## src/rtl/mips_io_pkg.sv

```systemverilog
// Shared definitions for the memory-mapped byte-output port.
// Holds the register offsets, STATUS/CTRL bit positions, the decoded CTRL
// write type and a helper that decodes the low CTRL write bits.
package mips_io_pkg;

    // Register offsets, selected by addr[3:2]
    localparam logic [1:0] OFF_DATA   = 2'd0;
    localparam logic [1:0] OFF_STATUS = 2'd1;
    localparam logic [1:0] OFF_CTRL   = 2'd2;
    localparam logic [1:0] OFF_RSVD   = 2'd3;

    // STATUS bit positions
    localparam int unsigned STATUS_EMPTY   = 0;
    localparam int unsigned STATUS_FULL    = 1;
    localparam int unsigned STATUS_OVF     = 2;
    localparam int unsigned STATUS_CNT_LSB = 8;
    localparam int unsigned STATUS_CNT_W   = 8;

    // CTRL bit positions
    localparam int unsigned CTRL_EN      = 0;
    localparam int unsigned CTRL_FLUSH   = 1;
    localparam int unsigned CTRL_CLR_OVF = 2;

    // Field order matches the CTRL bit layout (clr_ovf = bit 2, en = bit 0)
    typedef struct packed {
        logic clr_ovf;
        logic flush;
        logic en;
    } ctrl_t;

    function automatic ctrl_t decode_ctrl(input logic [2:0] bits);
        ctrl_t c;
        c.en      = bits[CTRL_EN];
        c.flush   = bits[CTRL_FLUSH];
        c.clr_ovf = bits[CTRL_CLR_OVF];
        return c;
    endfunction

endpackage

```

## src/rtl/mmio_tx_port_fifo_sync.sv

```systemverilog
// Synchronous FIFO used as the byte buffer of mmio_tx_port.
// Ports:
//   clk, reset     clock and asynchronous active-high reset
//   push, wdata    write request and data; accepted when not full, or when full
//                  and a pop happens in the same cycle
//   pop            read request; ignored when empty
//   flush          clears pointers and count; overrides a same-cycle pop
//   rdata          head entry, 0 when empty
//   count          number of stored entries
//   full, empty    occupancy flags
module fifo_sync
    import mips_io_pkg::*;
#(
    parameter int unsigned DEPTH  = 8,
    parameter int unsigned DATA_W = 8,
    localparam int unsigned AW    = $clog2(DEPTH),
    localparam int unsigned CW    = AW + 1
) (
    input  logic              clk,
    input  logic              reset,
    input  logic              push,
    input  logic              pop,
    input  logic              flush,
    input  logic [DATA_W-1:0] wdata,
    output logic [DATA_W-1:0] rdata,
    output logic [CW-1:0]     count,
    output logic              full,
    output logic              empty
);

    logic [DATA_W-1:0] mem [DEPTH];
    logic [AW-1:0]     wr_ptr_q, wr_ptr_d;
    logic [AW-1:0]     rd_ptr_q, rd_ptr_d;
    logic [CW-1:0]     count_q, count_d;
    logic              do_push, do_pop;

    assign full  = (count_q == CW'(DEPTH));
    assign empty = (count_q == '0);
    assign count = count_q;
    // Gate the head so stale storage never leaks out when empty
    assign rdata = empty ? '0 : mem[rd_ptr_q];

    always_comb begin
        do_pop   = pop & ~empty;
        // A pop frees a slot in the same cycle, so a push to a full FIFO still fits
        do_push  = push & (~full | do_pop);
        wr_ptr_d = wr_ptr_q;
        rd_ptr_d = rd_ptr_q;
        count_d  = count_q;
        if (flush) begin
            wr_ptr_d = '0;
            rd_ptr_d = '0;
            count_d  = '0;
        end else begin
            if (do_push) wr_ptr_d = wr_ptr_q + AW'(1);
            if (do_pop)  rd_ptr_d = rd_ptr_q + AW'(1);
            unique case ({do_push, do_pop})
                2'b10:   count_d = count_q + CW'(1);
                2'b01:   count_d = count_q - CW'(1);
                default: count_d = count_q;
            endcase
        end
    end

    always_ff @(posedge clk or posedge reset) begin
        if (reset) begin
            wr_ptr_q <= '0;
            rd_ptr_q <= '0;
            count_q  <= '0;
        end else begin
            wr_ptr_q <= wr_ptr_d;
            rd_ptr_q <= rd_ptr_d;
            count_q  <= count_d;
        end
    end

    always_ff @(posedge clk) begin
        if (do_push && !flush) mem[wr_ptr_q] <= wdata;
    end

endmodule

```

## src/rtl/mmio_tx_port.sv

```systemverilog
// Memory-mapped byte-output port on the processor data bus.
// Stores to DATA are buffered in a FIFO and drained on a valid/ready stream.
// Ports:
//   clk, reset            clock and asynchronous active-high reset
//   memwrite, addr,       core data-bus store strobe, byte address, store data
//   writedata
//   io_hit                addr falls in the 16-byte window (combinational)
//   io_rdata              read data for addr, 0 outside the window
//   tx_data, tx_valid,    output byte stream; tx_valid = en & !empty
//   tx_ready
// Map (addr[3:2]): 0 DATA, 1 STATUS (RO), 2 CTRL, 3 reserved.
module mmio_tx_port
    import mips_io_pkg::*;
#(
    parameter logic [31:0] BASE_ADDR = 32'hFFFF_FF00,
    parameter int unsigned DEPTH     = 8,
    parameter int unsigned DATA_W    = 8
) (
    input  logic              clk,
    input  logic              reset,
    input  logic              memwrite,
    input  logic [31:0]       addr,
    input  logic [31:0]       writedata,
    output logic              io_hit,
    output logic [31:0]       io_rdata,
    output logic [DATA_W-1:0] tx_data,
    output logic              tx_valid,
    input  logic              tx_ready
);

    localparam int unsigned CW = $clog2(DEPTH) + 1;

    logic [1:0]        off;
    logic              reg_wr, data_wr, ctrl_wr;
    ctrl_t             ctrl_w;
    logic              en_q, en_d;
    logic              ovf_q, ovf_d;
    logic              fifo_pop, fifo_flush;
    logic [DATA_W-1:0] head;
    logic [CW-1:0]     count;
    logic              full, empty;
    logic              unused_bits;

    assign unused_bits = ^{addr[1:0], writedata[31:8]};

    // Decode
    assign io_hit  = (addr[31:4] == BASE_ADDR[31:4]);
    assign off     = addr[3:2];
    assign reg_wr  = memwrite & io_hit;
    assign data_wr = reg_wr & (off == OFF_DATA);
    assign ctrl_wr = reg_wr & (off == OFF_CTRL);
    assign ctrl_w  = decode_ctrl(writedata[2:0]);

    // Stream side
    assign tx_valid   = en_q & ~empty;
    assign tx_data    = head;
    assign fifo_pop   = tx_valid & tx_ready;
    assign fifo_flush = ctrl_wr & ctrl_w.flush;

    fifo_sync #(
        .DEPTH  (DEPTH),
        .DATA_W (DATA_W)
    ) u_fifo (
        .clk   (clk),
        .reset (reset),
        .push  (data_wr),
        .pop   (fifo_pop),
        .flush (fifo_flush),
        .wdata (writedata[DATA_W-1:0]),
        .rdata (head),
        .count (count),
        .full  (full),
        .empty (empty)
    );

    // CTRL and sticky overflow
    always_comb begin
        en_d  = en_q;
        ovf_d = ovf_q;
        if (ctrl_wr) begin
            en_d = ctrl_w.en;
            if (ctrl_w.clr_ovf) ovf_d = 1'b0;
        end
        // Full push is only lost when no pop frees a slot in the same cycle
        if (data_wr && full && !fifo_pop) ovf_d = 1'b1;
    end

    always_ff @(posedge clk or posedge reset) begin
        if (reset) begin
            en_q  <= 1'b0;
            ovf_q <= 1'b0;
        end else begin
            en_q  <= en_d;
            ovf_q <= ovf_d;
        end
    end

    // Read mux; reads have no side effects
    always_comb begin
        io_rdata = '0;
        if (io_hit) begin
            unique case (off)
                OFF_DATA: io_rdata = 32'(head);
                OFF_STATUS: begin
                    io_rdata[STATUS_EMPTY] = empty;
                    io_rdata[STATUS_FULL]  = full;
                    io_rdata[STATUS_OVF]   = ovf_q;
                    io_rdata[STATUS_CNT_LSB +: STATUS_CNT_W] = STATUS_CNT_W'(count);
                end
                OFF_CTRL: io_rdata[CTRL_EN] = en_q;
                OFF_RSVD: io_rdata = '0;
                default:  io_rdata = '0;
            endcase
        end
    end

endmodule

```

## config.mk

```make
export PLATFORM = sky130hd
export DESIGN_NAME = mmio_tx_port
export DESIGN_NICKNAME = d
export VERILOG_FILES = /design/src/rtl/mips_io_pkg.sv /design/src/rtl/mmio_tx_port_fifo_sync.sv /design/src/rtl/mmio_tx_port.sv
export SDC_FILE = /design/constraint.sdc
export NUM_CORES = 1
export LEC_CHECK = 0
export ABC_CLOCK_PERIOD_IN_PS = 8750
export BUFFER_PORTS_ARGS = -buffer_cell sky130_fd_sc_hd__buf_2
export CORE_MARGIN = 4
export CORE_UTILIZATION = 50
export DETAILED_ROUTE_END_ITERATION = 10
export PLACE_DENSITY = 0.88
export SLEW_MARGIN = 20
export SYNTH_ARGS = -nofsm -noshare
export SYNTH_HDL_FRONTEND = slang
export SYNTH_SLANG_ARGS = --single-unit
```

## constraint.sdc

```tcl
create_clock -name clk -period 8.75 [get_ports clk]
set_input_delay 2.1875 -clock clk [delete_from_list [all_inputs] [get_ports clk]]
set_output_delay 2.1875 -clock clk [all_outputs]
set_load 0.02 [all_outputs]
```

=== Word-level counts from Yosys, hierarchy flattened ===
Memories as Yosys holds them, arrays and structs flattened.
Index checks and enable logic that the tools add are counted.

* Logic and storage cells: 58
* Memories: 1
* Input bits: 68
* Output and inout port bits: 42
* Register bits: 12
* RAM bits: 64

{| class="wikitable"
|+ Memory list
! memory !! words !! bits a word !! rd ports !! clocked after memory_dff !! write ports !! RTL line !! RTL
|-
| u_fifo.mem || 8 || 8 || 1 || 0 || 1 || mmio_tx_port_fifo_sync.sv:31 || <nowiki>logic [DATA_W-1:0] mem [DEPTH];</nowiki>
|}

* Bitwise logic cells: 11
* Reductions and logical operators: 13
* Add/sub/neg operators: 4
* Multiplexer cells: 17
* Eq/ne operators: 7

{| class="wikitable"
|+ Operator list
! cell !! number
|-
| 28-bit equality test, second input constant || 1
|-
| 12-bit 2-to-1 mux || 1
|-
| 3-bit 2-to-1 mux || 4
|-
| 1-bit AND || 8
|-
| 4-bit 2-to-1 mux || 2
|-
| 8-bit 2-to-1 mux || 1
|-
| 4-bit case mux with 2 select lines || 1
|-
| 2-bit nonzero test || 4
|-
| 3-bit by 1-bit adder with 3-bit output, second input constant || 2
|-
| 2-bit equality test, second input constant || 3
|-
| 1-bit 2-to-1 mux || 5
|-
| 5-bit 2-to-1 mux || 1
|-
| 4-bit by 1-bit adder with 4-bit output, second input constant || 1
|-
| 2-bit by 1-bit equality test with 1-bit output, second input constant || 2
|-
| 4-bit equality test, second input constant || 1
|-
| 4-bit logical NOT || 1
|-
| 1-bit case mux with 4 select lines || 1
|-
| 2-bit case mux with 2 select lines || 1
|-
| 4-bit by 1-bit subtractor with 4-bit output, second input constant || 1
|-
| 1-bit logical AND || 3
|-
| 3-bit nonzero test || 1
|-
| 1-bit logical NOT || 2
|-
| 2-bit logical NOT || 1
|-
| 1-bit inverter || 2
|-
| other kinds (2) || 2
|}

=== Logic depth before layout (Yosys ltp) ===
* Depth in word-level cells: 10
* Depth in mapped cells: 11
* Depth with buffers taken out: 11

=== Hierarchy ===
From an unflattened synthesis, not the netlist that was laid out.

* Cell total of the unflattened synthesis: 253
* Area total of the unflattened synthesis: 3,762.4 µm²

{| class="wikitable"
|+ Modules (own cells, without submodules)
! module !! times used !! seq. area each (µm²) !! area each (µm²) !! cells each
|-
| fifo_sync || 1 || 2,172.1 || 3,169.3 || 179
|-
| mmio_tx_port || 1 || 50.0 || 593.1 || 74
|}

=== Worst setup path before layout ===
Ideal clock, no wire load.

* Path kind: input to output
* Start point: input port addr[5]
* End point: output port io_rdata[3]
* Path buffers: 0
* Required time: 6,562 ps
* Path slack: 2,250 ps
* Stages: 5
* Arrival time: 4,312 ps
* Path through: or4b_4 > or4_4 > nor3_1 > nand2b_1 > a211oi_1

* Longest elaborated chain between the ends: 2

{| class="wikitable"
|+ RTL lines
! what !! RTL line !! RTL
|-
| from (decl) || mmio_tx_port.sv:22 || <nowiki>input logic [31:0] addr,</nowiki>
|-
| 28-bit equality test || mmio_tx_port.sv:47 || <nowiki>assign io_hit = (addr[31:4] == BASE_ADDR[31:4]);</nowiki>
|-
| 12-bit 2-to-1 mux || mmio_tx_port.sv:101 || <nowiki>if (io_hit) begin</nowiki>
|-
| to (decl) || mmio_tx_port.sv:25 || <nowiki>output logic [31:0] io_rdata,</nowiki>
|}

Every way passes these cells.

=== Worst setup path in the final report ===
* Start point: input port addr[5]
* End point: output port io_rdata[7]

The elaborated chain is that of the path after synthesis.

==> summary.md <==
| Metric | Value |
|---|---|
| Pint | roughly 0.54 mW |
| Starting Density | between 50% and 60% |
| Logic pwr share | around 3.6% |
| Seq pwr share | about 57% |
| Slew Limit Headroom | approximately 33% |
| Via density per instance | 5.624 |
| Clock Power Share | 39.6% |
| Final Hold Viols | 0 |
| Area delta synth->final | 16.55% |
| IO Pins | 110 |
| Core area | 0.006944 mm² |
| Yosys warning count | 0 |
| Final ANT Viol Nets | 0 |
| Fin util | around three fifths |
| CTS tree | yes |
| Routability Congestion | 0.8206 |
| Crit start category | primary input |
| Rows | 30 |
| Deepest clock path buffer count | 2 |
| Hold-critical path depth | 2 |
| Min-Delay Startpoint | ovf_q |
| Sequential-to-total area share from yosys stat | between 60% and 70% |
| Final cell count without fillers | 428 |
| Tightest Pin Transition | between 1 and 1.5 ns |
| Post-Synthesis Cells | roughly 260 |
| DRC Markers | 0 |
| Final Setup Violations | 0 |
| Crit. End Element | primary output |
| Fin crit period | roughly 7.0 ns |
| Post-synth ARST share | between 15 and 20% |
| Outcome | complete, no violations |
| Grt ovf | 0 |
| Hold WC Path Type | reg2reg |
| Period utilization | approximately 80% |
| CP arrival | 4.83 ns |
| Die W | around 93 µm |
| Synth Cell Area | about 0.0036 mm² |
| Count of cell types in the netlist | 46 |
| Port Buffers | 63 |
| Hold WS | between 0.5 and 0.6 ns |
| Die Span Y | about 93 µm |
| DR WL/cell | around 18 µm |
| Sw Ratio | between 20% and 30% |
| Syn Area/Cell | around 14 µm² |
| Max Clock Skew | roughly 0.011 ns |
| # hold bufs at CTS | 0 |
| Number of DRC markers in iteration 0 | 189 |
| Clk_lat worst skew | about 0.35 ns |
| Max-Cap Viols | 0 |
| Primary FF master, synth | edfxtp_1 |
| Worst hold path endpoint | ovf_q |
| Switching power | roughly 0.15 mW |
| Count of final max-slew check failures | 0 |
| Setup TNS | 0 ns |
| 1st-pass router iterations | 4 |
| Sinks on the clock net | 76 |
| Placement Setup Slack | between 1.5 and 2 ns |
| Crit Path Category | in2out |
| CTS resizes | 0 |
| Max FO, Critical Path | 6 |
| Number of synthesized register bits | 76 |
| P_leak | between 1.5 and 2 nW |
| WL final | roughly 8 mm |
| Clock-pin slew on the worst setup and hold paths | 0.08 ns |
| Reg2Reg Capture Point | u_fifo.mem[0][4] |
| Cts bufs inserted | 9 |
| Antenna violations before repair | 0 |
| Largest net degree at the start of global routing | 22 |
| Layout cell share with drive strength beyond 1 | between 30% and 40% |
| Overall routing resource usage | between 10% and 20% |
| Antenna diodes | 0 |
| Reg2Reg Depth | 6 |
| FF-to-FF setup slack | approximately 5.5 ns |
| Vias | 2407 |
| R2r startpoint | u_fifo.count[1] |
| Post-CTS Setup Inserts | 0 |
| First-pass GRT wire length | approximately 12 mm |
| Root Buffer | clkbuf_8 |
| Inst Count DP | slightly above 400 |
| H-tree lvl count | 3 |
| RSZ-0062 raised after global routing | false |
| Max IR drop VDD | roughly 0.00018 V |
| Final nets | around 400 |
| P per Cell Area | 162.4 mW/mm² |
| Post-detail-place hpwl | approximately 5.3 mm |
| Post-synth EDFFs | between 60 and 70 |
| Die area | around 0.0087 mm² |
| Final setup margin | approximately 1.7 ns |
| Vias in the first global route | 2336 |
| Max Freq | ~0.14 GHz |
| Critical Path RT | approximately 6.6 ns |
==> worst max path at each step <==
stage               depth (start not counted)    start           to
global route                                7  addr[5]  io_rdata[7]
finish                                      7  addr[5]  io_rdata[7]
CTS                                         7  addr[5]  io_rdata[7]
floorplan                                   5  addr[5]  io_rdata[3]
global placement                            7  addr[5]  io_rdata[7]
detailed placement                          7  addr[5]  io_rdata[7]
==> routing by layer <==
metal | track usage (%) | vias to the layer above | share of wire [%]
met4 | 9.035 | 0 | 1.7
li1 | - | 1119 | -
met3 | 3.862 | 14 | 11
met5 | 0 | - | 0
met2 | 30.55 | 130 | 48
met1 | 24.16 | 1144 | 40
==> cell usage in the layout (no fill, tap or decap), types with 3 or more instances in the layout <==
cell type,count
conb_1,20
nor2_1,8
mux2i_1,4
nand4_1,6
dfrtp_1,11
nor4_1,3
o211ai_1,3
ha_1,4
a31oi_1,3
nor3_1,9
buf_2,63
nand2b_1,9
clkbuf_8,9
and3_1,6
a21oi_1,9
mux4_2,16
edfxtp_1,64
buf_4,5
nand3_1,4
a211oi_1,6
nand2_1,16
inv_1,7
o21ai_0,6
==> state kept, by name, summed over array words and instances (netlist names) <==
signal / flops
u_fifo.mem: 64
en_q: 1
u_fifo.rd_ptr_q: 3
ovf_q: 1
u_fifo.count: 4
u_fifo.wr_ptr_q: 3
==> through the flow <==
stage,power [mW],area [µm²]
4_1_cts,0.6907,4238
5_1_grt,0.7116,4248
3_5_place_dp,0.4245,4031
3_3_place_gp,0.4239,4016
6_report,0.6898,4248
2_1_floorplan,0.4184,3716
==> layout make-up <==
type | count | area, µm²
fill | 517 | 2696
sequential | 76 | 2223
multi-input combinational | 165 | 1319
timing repair buffer | 68 | 352.8
clock buffer | 9 | 123.9
tap | 96 | 120.1
clock inverter | 7 | 82.58
inverter | 7 | 26.28
==> Yosys cell counts (all sizes together) (2+ instances only) <==
library cell  count  share of area (%)
a211oi            6                1.2
a21oi             9                1.2
a31oi             3               0.51
and3              6                1.0
buf              23                4.5
clkbuf           10                1.0
dfrtp            12                8.2
edfxtp           64                 53
ha                4                1.4
inv               7               0.72
mux2i             4                1.1
mux4             16                9.9
nand2            16                1.6
nand2b            9                1.5
nand3             4               0.55
nand3b            2               0.41
nand4             6                1.0
nor2              8               0.82
nor2b             2               0.34
nor3              9                1.2
nor3b             2               0.41
nor4              5               0.86
nor4b             3               0.72
o211ai            3               0.62
o21ai             6               0.82
o31ai             2               0.41
or3               2               0.34
or4               3               0.72
or4b              3               0.93
xnor2             2               0.48
==> power groups by stage <==
| stage | Sequential (mW) | Clock, mW | Combinational [mW] |
|---|---|---|---|
| 4_1_cts | 0.392 | 0.274 | 0.0245 |
| 3_3_place_gp | 0.400 | 0 | 0.0238 |
| 3_5_place_dp | 0.400 | 0 | 0.0245 |
| 6_report | 0.392 | 0.273 | 0.0247 |
| 5_1_grt | 0.392 | 0.292 | 0.0273 |
| 2_1_floorplan | 0.400 | 0 | 0.0182 |
==> kinds of logic (layout without fill, tap and decap cells) <==
| logic type | after synthesis | after routing | synth area share [%] |
|---|---|---|---|
| adder cells (fa/ha/maj) | 4 | 4 | 1.373 |
| buffers and inverters | 40 | 91 | 6.248 |
| AO/OA/AOI/OAI | 35 | 35 | 6.214 |
| AND/OR/NAND/NOR | 82 | 82 | 13.08 |
| multiplexers | 21 | 21 | 11.29 |
| flip-flops | 76 | 76 | 60.97 |
| other | 1 | 20 | 0.1029 |
| XOR/XNOR | 3 | 3 | 0.7210 |
==> worst max-delay path: stages <==
cell,delay (ns)
buf_2,0.10
or4b_4,0.54
or4_4,0.53
nor3_1,0.45
nand2b_1,0.39
a211oi_1,0.41
buf_2,0.23
Power figures use the tool's default switching activity.
